===== src/rtl/pt_pkg.sv =====
// Shared PT2262/PT2272 code-word definitions (used by pt_dec and cb_gen).
package pt_pkg;

  localparam int TRITS_PER_WORD  = 12;
  localparam int PULSES_PER_WORD = 24;
  localparam int CODE_W          = 2 * TRITS_PER_WORD;

  localparam logic [1:0] TRIT_ZERO  = 2'b00;
  localparam logic [1:0] TRIT_ONE   = 2'b01;
  localparam logic [1:0] TRIT_FLOAT = 2'b10;

  typedef enum logic [1:0] {
    PULSE_SHORT = 2'd0,
    PULSE_LONG  = 2'd1,
    PULSE_BAD   = 2'd2
  } pulse_t;

  typedef enum logic [1:0] {
    ST_HUNT,
    ST_ARMED,
    ST_HIGH,
    ST_LOW
  } dec_state_t;

  typedef struct packed {
    logic   rise;
    logic   fall;
    logic   low_bad;
    pulse_t kind;
    logic   hi_long;
    logic   gap;
  } meas_t;

  // long,short is rejected before this is called
  function automatic logic [1:0] trit_of(pulse_t a, pulse_t b);
    if (a == PULSE_LONG)      return TRIT_ONE;
    else if (b == PULSE_LONG) return TRIT_FLOAT;
    else                      return TRIT_ZERO;
  endfunction

endpackage


===== src/rtl/pt_pulse_meas.sv =====
// rx synchronizer, edge detect, saturating width counter and
// short/long/gap classifier; all outputs are registered strobes.
module pt_pulse_meas
  import pt_pkg::*;
#(
  parameter int UNIT       = 8,
  parameter int SYNC_UNITS = 16
) (
  input  logic  clk,
  input  logic  reset_n,
  input  logic  rx,
  output meas_t meas
);

  localparam int MAXW = SYNC_UNITS * UNIT;
  localparam int CW   = $clog2(MAXW + 1);

  localparam logic [CW-1:0] C_HALF = CW'(UNIT / 2);
  localparam logic [CW-1:0] C_2U   = CW'(2 * UNIT);
  localparam logic [CW-1:0] C_4U   = CW'(4 * UNIT);
  localparam logic [CW-1:0] C_MAX  = CW'(MAXW);
  localparam logic [CW-1:0] C_ONE  = CW'(1);

  logic          s1;
  logic          rs;
  logic          rs_d;
  logic [CW-1:0] cnt;
  logic          edge_c;
  pulse_t        kind_c;

  assign edge_c = rs ^ rs_d;

  always_comb begin
    kind_c = PULSE_BAD;
    if (cnt >= C_HALF && cnt < C_2U)
      kind_c = PULSE_SHORT;
    else if (cnt >= C_2U && cnt < C_4U)
      kind_c = PULSE_LONG;
  end

  // cnt equals the width of the level just ended when an edge is seen
  always_ff @(posedge clk) begin
    if (!reset_n) begin
      s1   <= 1'b0;
      rs   <= 1'b0;
      rs_d <= 1'b0;
      cnt  <= '0;
      meas <= '0;
    end else begin
      s1   <= rx;
      rs   <= s1;
      rs_d <= rs;
      if (edge_c)
        cnt <= C_ONE;
      else if (cnt != C_MAX)
        cnt <= cnt + C_ONE;
      meas.rise    <= rs & ~rs_d;
      meas.fall    <= ~rs & rs_d;
      meas.kind    <= kind_c;
      meas.low_bad <= (cnt >= C_4U) && (cnt < C_MAX);
      meas.hi_long <= rs & rs_d & (cnt == C_4U - C_ONE);
      meas.gap     <= ~rs & ~rs_d & (cnt == C_MAX - C_ONE);
    end
  end

endmodule


===== src/rtl/pt_dec.sv =====
// PT2272-style tri-state code-word decoder.
// Define PT_DEC_REPEAT_CHECK_EN to require two identical words in a row.
module pt_dec
  import pt_pkg::*;
#(
  parameter int UNIT       = 8,
  parameter int SYNC_UNITS = 16
) (
  input  logic              clk,
  input  logic              reset_n,
  input  logic              rx,
  output logic [CODE_W-1:0] code,
  output logic              valid,
  output logic              err
);

  localparam logic [4:0] LAST = 5'(PULSES_PER_WORD - 1);

  meas_t             m;
  dec_state_t        state;
  logic [4:0]        idx;
  logic [CODE_W-1:0] sh;
  pulse_t            first;
  logic              pair_bad;
  logic              hi_fail;
  logic              lo_fail;
  logic              fail;
  logic              done;
  logic              accept;

  pt_pulse_meas #(
    .UNIT       (UNIT),
    .SYNC_UNITS (SYNC_UNITS)
  ) u_meas (
    .clk     (clk),
    .reset_n (reset_n),
    .rx      (rx),
    .meas    (m)
  );

  assign pair_bad = idx[0] && first == PULSE_LONG
                    && m.kind == PULSE_SHORT;

  assign hi_fail = state == ST_HIGH
                   && (m.hi_long
                       || (m.fall && (m.kind == PULSE_BAD
                                      || pair_bad)));

  assign lo_fail = state == ST_LOW
                   && ((m.rise && (idx == LAST || m.low_bad))
                       || (m.gap && idx != LAST));

  assign fail = hi_fail || lo_fail;
  assign done = state == ST_LOW && m.gap && idx == LAST;

`ifdef PT_DEC_REPEAT_CHECK_EN
  logic [CODE_W-1:0] prev;
  logic              prev_ok;

  always_ff @(posedge clk) begin
    if (!reset_n || fail) begin
      prev    <= '0;
      prev_ok <= 1'b0;
    end else if (done) begin
      prev    <= sh;
      prev_ok <= 1'b1;
    end
  end

  assign accept = done && prev_ok && prev == sh;
`else
  assign accept = done;
`endif

  always_ff @(posedge clk) begin
    if (!reset_n) begin
      state <= ST_HUNT;
      idx   <= '0;
      sh    <= '0;
      first <= PULSE_SHORT;
      code  <= '0;
      valid <= 1'b0;
      err   <= 1'b0;
    end else begin
      valid <= accept;
      err   <= fail;
      if (accept)
        code <= sh;
      unique case (state)
        ST_HUNT:
          if (m.gap)
            state <= ST_ARMED;
        ST_ARMED:
          if (m.rise) begin
            state <= ST_HIGH;
            idx   <= '0;
            sh    <= '0;
          end
        ST_HIGH:
          if (hi_fail) begin
            state <= ST_HUNT;
            sh    <= '0;
          end else if (m.fall) begin
            state <= ST_LOW;
            if (!idx[0])
              first <= m.kind;
            else
              sh <= {sh[CODE_W-3:0], trit_of(first, m.kind)};
          end
        ST_LOW:
          if (m.rise) begin
            if (lo_fail) begin
              state <= ST_HUNT;
              sh    <= '0;
            end else begin
              state <= ST_HIGH;
              idx   <= idx + 5'd1;
            end
          end else if (m.gap) begin
            // a gap always re-arms; a short word is also an error
            state <= ST_ARMED;
            if (lo_fail)
              sh <= '0;
          end
        default:
          state <= ST_HUNT;
      endcase
    end
  end

endmodule


===== config.mk =====
export PLATFORM = sky130hd
export DESIGN_NAME = pt_dec
export DESIGN_NICKNAME = d
export VERILOG_FILES = /design/src/rtl/pt_pkg.sv /design/src/rtl/pt_pulse_meas.sv /design/src/rtl/pt_dec.sv
export SDC_FILE = /design/constraint.sdc
export NUM_CORES = 1
export LEC_CHECK = 0
export CORE_MARGIN = 5
export CORE_UTILIZATION = 61
export DETAILED_ROUTE_END_ITERATION = 10
export GPL_ROUTABILITY_DRIVEN = 1
export GPL_TIMING_DRIVEN = 0
export PLACE_DENSITY = 0.88
export REMOVE_ABC_BUFFERS = 1
export SLEW_MARGIN = 20
export SYNTH_ARGS = -nofsm -noshare
export SYNTH_HDL_FRONTEND = slang
export SYNTH_HIERARCHICAL = 1
export SYNTH_SLANG_ARGS = --single-unit

===== constraint.sdc =====
create_clock -name clk -period 3.5 [get_ports clk]
set_input_delay 0.7 -clock clk [delete_from_list [all_inputs] [get_ports clk]]
set_output_delay 0.7 -clock clk [all_outputs]
set_load 0.02 [all_outputs]

==> results of run 1 <==
-- worst max-delay path by stage --
stage	from	end	cells after the start
6_report	state[1]	sh[1]	4
5_1_grt	idx[0]	code[0]	5
2_1_floorplan	state[1]	sh[0]	4
3_3_place_gp	reset_n	sh[6]	4
4_1_cts	idx[0]	code[15]	5
3_5_place_dp	idx[0]	code[3]	5
-- kinds of logic (layout without fill, tap and decap cells) --
kind of cell / Yosys count / count (layout) / synth area share (%)
compound gates: 62 / 62 / 13.0
xor+xnor: 3 / 3 / 0.797
fa+ha+maj: 7 / 7 / 2.66
buf+inv: 34 / 58 / 5.43
flops: 77 / 77 / 46.8
mux: 28 / 28 / 8.54
simple gates: 156 / 156 / 22.8
-- cells in the mapped netlist (all sizes together), types with 2 or more instances --
library cell and n:
ha 7, nor2b 7, xnor2 2, nor2 7, nor3 2, a21oi 8
o31ai 2, mux2i 27, clkbuf 16, o21ai 12, and3 2, dfxtp 77
nand3 27, inv 11, nand4 4, buf 7, nand2b 2, o21a 3
a21boi 26, nor3b 2, and2 7, nand2 79, or4 2, or3 7
-- final cells by class --
| cell class | instances | share of cell area, % |
|---|---|---|
| Clock buffer | 9 | 3.24 |
| Tap cell | 70 | 2.29 |
| Inverter | 11 | 1.08 |
| Sequential cell | 77 | 40.3 |
| Multi-Input combinational cell | 256 | 41.4 |
| Timing Repair Buffer | 31 | 8.42 |
| Clock inverter | 7 | 3.24 |
-- flip-flops by register name (all words and copies together), names as in the netlist, 2 cells and up --
| signal | cells |
|---|---|
| sh | 24 |
| state | 2 |
| first | 2 |
| code | 24 |
| idx | 5 |
| u_meas/meas | 7 |
| u_meas/cnt | 8 |
-- metrics by stage --
step	cell area, sq um	setup WS [ns]
6_report	3820	1.15
5_1_grt	3820	0.840
4_1_cts	3810	1.01
3_5_place_dp	3560	1.05
3_3_place_gp	3530	-0.318
2_1_floorplan	3160	1.06
-- critical path, cell delays in order (launching register included) --
cell	delay [ns]
dfxtp_1	0.60
or3b_1	0.46
a211oi_1	0.24
a311o_2	0.66
mux2i_1	0.30
-- power by group through the flow --
stage,clock (mW),sequential [mW],combinational [mW]
after global placement,0,0.908,0.0379
final,0.806,0.888,0.0413
after CTS,0.816,0.888,0.0415
after detailed placement,0,0.908,0.0413
after floorplan,0,0.907,0.0221
after global routing,0.859,0.889,0.0465
-- per-layer routing --
metal,wire (um),share of wire (%),vias to the layer above
met5,0,0,-
met4,129,2.0,0
met3,284,4.4,14
met2,3260,51,76
met1,2760,43,1214
li1,-,-,1301
-- cells in the final DEF, fill, tap and decap left out, drive strengths merged, types with 3 or more instances in the layout --
master,n
nand3,27
nand2,79
mux2i,27
inv,11
nand4,4
clkbuf,9
dfxtp,77
clkinv,3
a21oi,8
o21a,3
buf,4
a21boi,26
o21ai,12
and2,7
bufinv,3
nor2b,7
or3,7
clkdlybuf4s50,27
ha,7
nor2,7
==> out/qor.txt, run 1 <==
Status = finished, final reports clean
Worst Hold End = u_meas/rs
Worst skew pair latency = 0.35 ns
Nets = 396
Cell leakage power = 1.44 nW
FMAX = 426 MHz
Power Density = 454 mW/mm^2
Crit path DAT = 2.61 ns
M3 GR Usage = 3.95%
Relative slew slack = 38.1%
Post_cts resized = 0
FP Rows = 26
Post-route ant nets = 0
Core ar. = 0.00517 sq mm
DPL Wire Length = 4.05 mm
Clock root buffer = clkbuf_8
Design Power = 1.73 mW
Avg Cell Area, Syn = 8.98 sq um
Max-Cap Viols = 0
DRC = 0
Setup Crit Path Kind = reg2reg
Worst hold start = u_meas/s1
Seq. cell area = 0.00154 sq mm
Largest net degree at the start of global routing = 51
WL final = 6.44 mm
Global routing's busiest layer = met2
Final hold viol count = 0
Clock Power Share = 46.4%
DR vias = 2605
Vias in the first global route = 2472
First-pass GRT wire length = 11.2 mm
Fillers = 342
Post-CTS Hold Fix Bufs = 0
Die width = 83.5 um
P_sw = 0.359 mW
Req. time, crit path = 3.76 ns
Reg-to-Reg Start = state[1]
Layout Cells excl Fill = 461
Setup_tns = 0 ns
Top cell type's share of synthesized area = 46.8%
Post-synthesis sequential area ratio = 46.8%
Placed insts = 444
Cell taking the most area after synthesis = dfxtp_1
Area of the multi-input gates = 0.00158 sq mm
H-tree depth = 3
Routability-driven placement congestion ratio = 0.801
Share of layout cells above drive strength 1 = 6.39%
Total grt overflow = 0
Hold WC Path Type = reg2reg
Die area = 0.00697 sq mm
# IOs = 29
Seq pwr share = 51.2%
Clock net sink count = 77
Crit start category = register
Port Buf Inserts = 28
Antenna violations before repair = 0
Hold slack = 0.450 ns
Mapped Cells = 367
Global-route usage over all layers = 19.4%
Height of the die = 83.5 um
Post-synth EDFFs = 0
GR Util met2 = 32.8%
Post-synth cell types = 49
Max VDD drop = 289 uV
Number of DRC violations after detailed-routing iteration 0 = 184
Combinational power share = 2.4%
Yosys reg bits = 77
Vias per cell = 5.65
Clk buf depth = 2
Crit share post-route = 67.1%
RSZ-0062 raised after global routing = no
Layout area overhead = 15.9%
Ys Warns = 6
Post-CTS Setup Inserts = 0
Worst Tran Pin Value = 0.928 ns
Total CTS buffers = 9
Core Util, Final = 73.9%
WHS Path Cells = 1
Detailed-route wire length per cell = 14.0 um
CTS tree = built
Antenna diode count = 0
Pre-antenna DRT Iters = 4
Worst R2R End = sh[1]
Largest cells by area after synthesis = dfxtp_1, nand2_1, mux2i_1
Global routing usage on met1 = 22.9%
FFs w/ async S/R, synth = 0%
Crit-path max FO = 24
Starting Density = 63.7%
Final max-slew violation count = 0
Switching portion of total power = 20.7%
Final clock skew = 0.0118 ns
Setup-failing EPs final = 0
Register-to-Register Setup Slack = 1.15 ns
Worst reg-to-reg path cell count = 4
Minimum clock period = 2.35 ns
Post-Syn Area = 0.00330 sq mm
Design internal power = 1.38 mW
Clk slew on worst S/H paths = 0.08 ns
CP endpoint kind = register
Top_reg_cell synth = dfxtp_1
(Power assumes the default switching activity.)
==> run 2: changes to the inputs <==
--- a/config.mk
+++ b/config.mk
@@ -6,11 +6,11 @@
 export NUM_CORES = 1
 export LEC_CHECK = 0
 export CORE_MARGIN = 5
-export CORE_UTILIZATION = 61
+export CORE_UTILIZATION = 51
 export DETAILED_ROUTE_END_ITERATION = 10
 export GPL_ROUTABILITY_DRIVEN = 1
 export GPL_TIMING_DRIVEN = 0
-export PLACE_DENSITY = 0.88
+export PLACE_DENSITY = 0.79
 export REMOVE_ABC_BUFFERS = 1
 export SLEW_MARGIN = 20
 export SYNTH_ARGS = -nofsm -noshare
==> constraint.sdc (replaced) <==
create_clock -name clk -period 1.9 [get_ports clk]
set_input_delay 0.38 -clock clk [delete_from_list [all_inputs] [get_ports clk]]
set_output_delay 0.38 -clock clk [all_outputs]
set_load 0.02 [all_outputs]
==> run 2 against run 1 <==
  * Maximum frequency rose by 27%
  * Via count rose by 3.5%
  * Final area rose by 2.5%
  * Clock-buffer cell count rose by 1
  * Clock power rose by 54%
  * Critical path type unchanged
==> out/qor.txt, run 2 (same netlist as run 1, synthesis figures left out) <==
Pre-antenna DRT Iters = 4 (unchanged)
Largest net degree at the start of global routing = 37 (-27%)
WL final = 6.79 mm (+5.5%)
Max VDD drop = 546 uV (+89%)
Clock net sink count = 77 (unchanged)
Worst skew pair latency = 0.36 ns (about the same)
Post-route ant nets = 0 (unchanged)
Final clock skew = 0.0109 ns (-0.000905 ns)
Cell leakage power = 1.47 nW (+1.8%)
Setup Crit Path Kind = reg2reg
RSZ-0062 raised after global routing = no
Final hold viol count = 0 (unchanged)
DRC = 0 (unchanged)
Total grt overflow = 0 (unchanged)
Vias in the first global route = 2410 (-2.5%)
Setup-failing EPs final = 0 (unchanged)
Minimum clock period = 1.85 ns (-0.500 ns)
Die width = 90.4 um (+8.2%)
# IOs = 29 (unchanged)
Clk buf depth = 2 (unchanged)
Status = finished, final reports clean
Power Density = 753 mW/mm^2 (+66%)
Core Util, Final = 62.0% (-12 points)
Nets = 407 (+2.8%)
DP Worst Slack = -0.637 ns (-1.69 ns)
Fillers = 539 (+58%)
Core ar. = 0.00631 sq mm (+22%)
Port Buf Inserts = 28 (unchanged)
First-pass GRT wire length = 11.1 mm (-0.68%)
Height of the die = 90.4 um (+8.2%)
Routability-driven placement congestion ratio = 0.798 (-0.34%)
Total CTS buffers = 9 (unchanged)
Antenna diode count = 0 (unchanged)
Most common cell after layout, fill and taps aside = nand2_1
CTS tree = built
Req. time, crit path = 2.14 ns (-1.62 ns)
H-tree depth = 3 (unchanged)
FMAX = 541 MHz (+27%)
FP Rows = 29 (+12%)
Design Power = 2.95 mW (+70%)
Regs by FF count = code: 24 flops, sh: 24 flops, u_meas/cnt: 8 flops
Max-Cap Viols = 0 (unchanged)
Final max-slew violation count = 0 (unchanged)
Final WS setup = 0.0509 ns (-1.10 ns)
Share of layout cells above drive strength 1 = 11.2% (+4.8 points)
Relative slew slack = 62.6% (+24 points)
Vias per cell = 5.63 (-0.43%)
Die area = 0.00817 sq mm (+17%)
Antenna violations before repair = 0 (unchanged)
Crit start category = register
Most frequent cells in the layout = nand2_1, dfxtp_1, nand3_1, clkdlybuf4s50_1
DPL Wire Length = 3.88 mm (-4.3%)
Detailed-route wire length per cell = 14.2 um (+1.5%)
DR vias = 2695 (+3.5%)
Starting Density = 52.2% (-12 points)
Global-route usage over all layers = 16.6% (-2.8 points)
Clock root buffer = clkbuf_8
Clk slew on worst S/H paths = 0.08 ns (about the same)
Crit share post-route = 97.3% (+30 points)
Hold WC Path Type = reg2reg
Number of DRC violations after detailed-routing iteration 0 = 237 (+29%)
Crit path DAT = 2.09 ns (-0.52 ns)
Post-CTS Hold Fix Bufs = 0 (unchanged)
Crit-path max FO = 12 (-50%)
Worst Tran Pin Value = 0.562 ns (-0.367 ns)
Layout area overhead = 18.8%
CP endpoint kind = register
-- run 2: cell types whose count changed in the layout (fill, tap and decap cells not counted), moves of 2 or more --
cell / before / now
buf_4: 0 / 9
bufinv_16: 3 / 1
dfxtp_1: 77 / 73
dfxtp_4: 0 / 2
dfxtp_2: 0 / 2
clkinvlp_4: 1 / 3
clkinv_4: 3 / 0
inv_6: 0 / 2
-- run 2: where the power goes --
| part | internal [mW] | switching, mW |
|---|---|---|
| registers | 1.62 | 0.0130 |
| clock network | 0.616 | 0.621 |
| logic | 0.0354 | 0.0430 |
| total | 2.27 | 0.677 |
-- run 2: worst paths after layout --
kind / startpoint / end / slack [ns] / depth (start not counted)
max: idx[0] / sh[2] / 0.05 / 6
min: u_meas/s1 / u_meas/rs / 0.44 / 1
max reg2reg: idx[0] / sh[2] / 0.05 / 6
min reg2reg: u_meas/s1 / u_meas/rs / 0.44 / 1
-- run 2: metrics by stage --
stage / cell area (sq um) / std cells / setup TNS, ns / hold WS, ns
after CTS: 3880 / 477 / 0 / 0.443
after global placement: 3540 / 449 / -83.05 / 0.415
after detailed placement: 3580 / 451 / -25.17 / 0.421
after global routing: 3920 / 479 / 0 / 0.450
final: 3920 / 479 / 0 / 0.436
after floorplan: 3160 / 344 / -12.88 / 0.412
-- run 2: what timing repair did --
item	CTS	global route
buffers inserted	8	2
gates cloned	2	0
setup endpoints to repair	51	51
pin swaps	5	2
resized for setup	7	9
-- run 2: cell type report --
cell class | instances | area (sq um) | area share (%)
multi-input combinational | 258 | 1630 | 41.5
clock buffer | 10 | 128 | 3.26
clock inverter | 6 | 70.1 | 1.79
inverter | 11 | 41.3 | 1.05
tap | 77 | 96.3 | 2.46
sequential | 77 | 1550 | 39.6
timing repair buffer | 40 | 405 | 10.3
-- run 2: layer usage --
layer	share of wire (%)	track usage [%]
met3	4.6	3.58
met1	44	20.5
met4	4.0	11.3
met5	0	0
met2	48	25.9
-- run 2: critical path, cell delays in order (launching register included) --
cell and delay (ns):
dfxtp_4 0.36, ha_2 0.19, and4b_2 0.27, mux2i_4 0.21
a311o_2 0.41, buf_12 0.17, mux2i_1 0.12
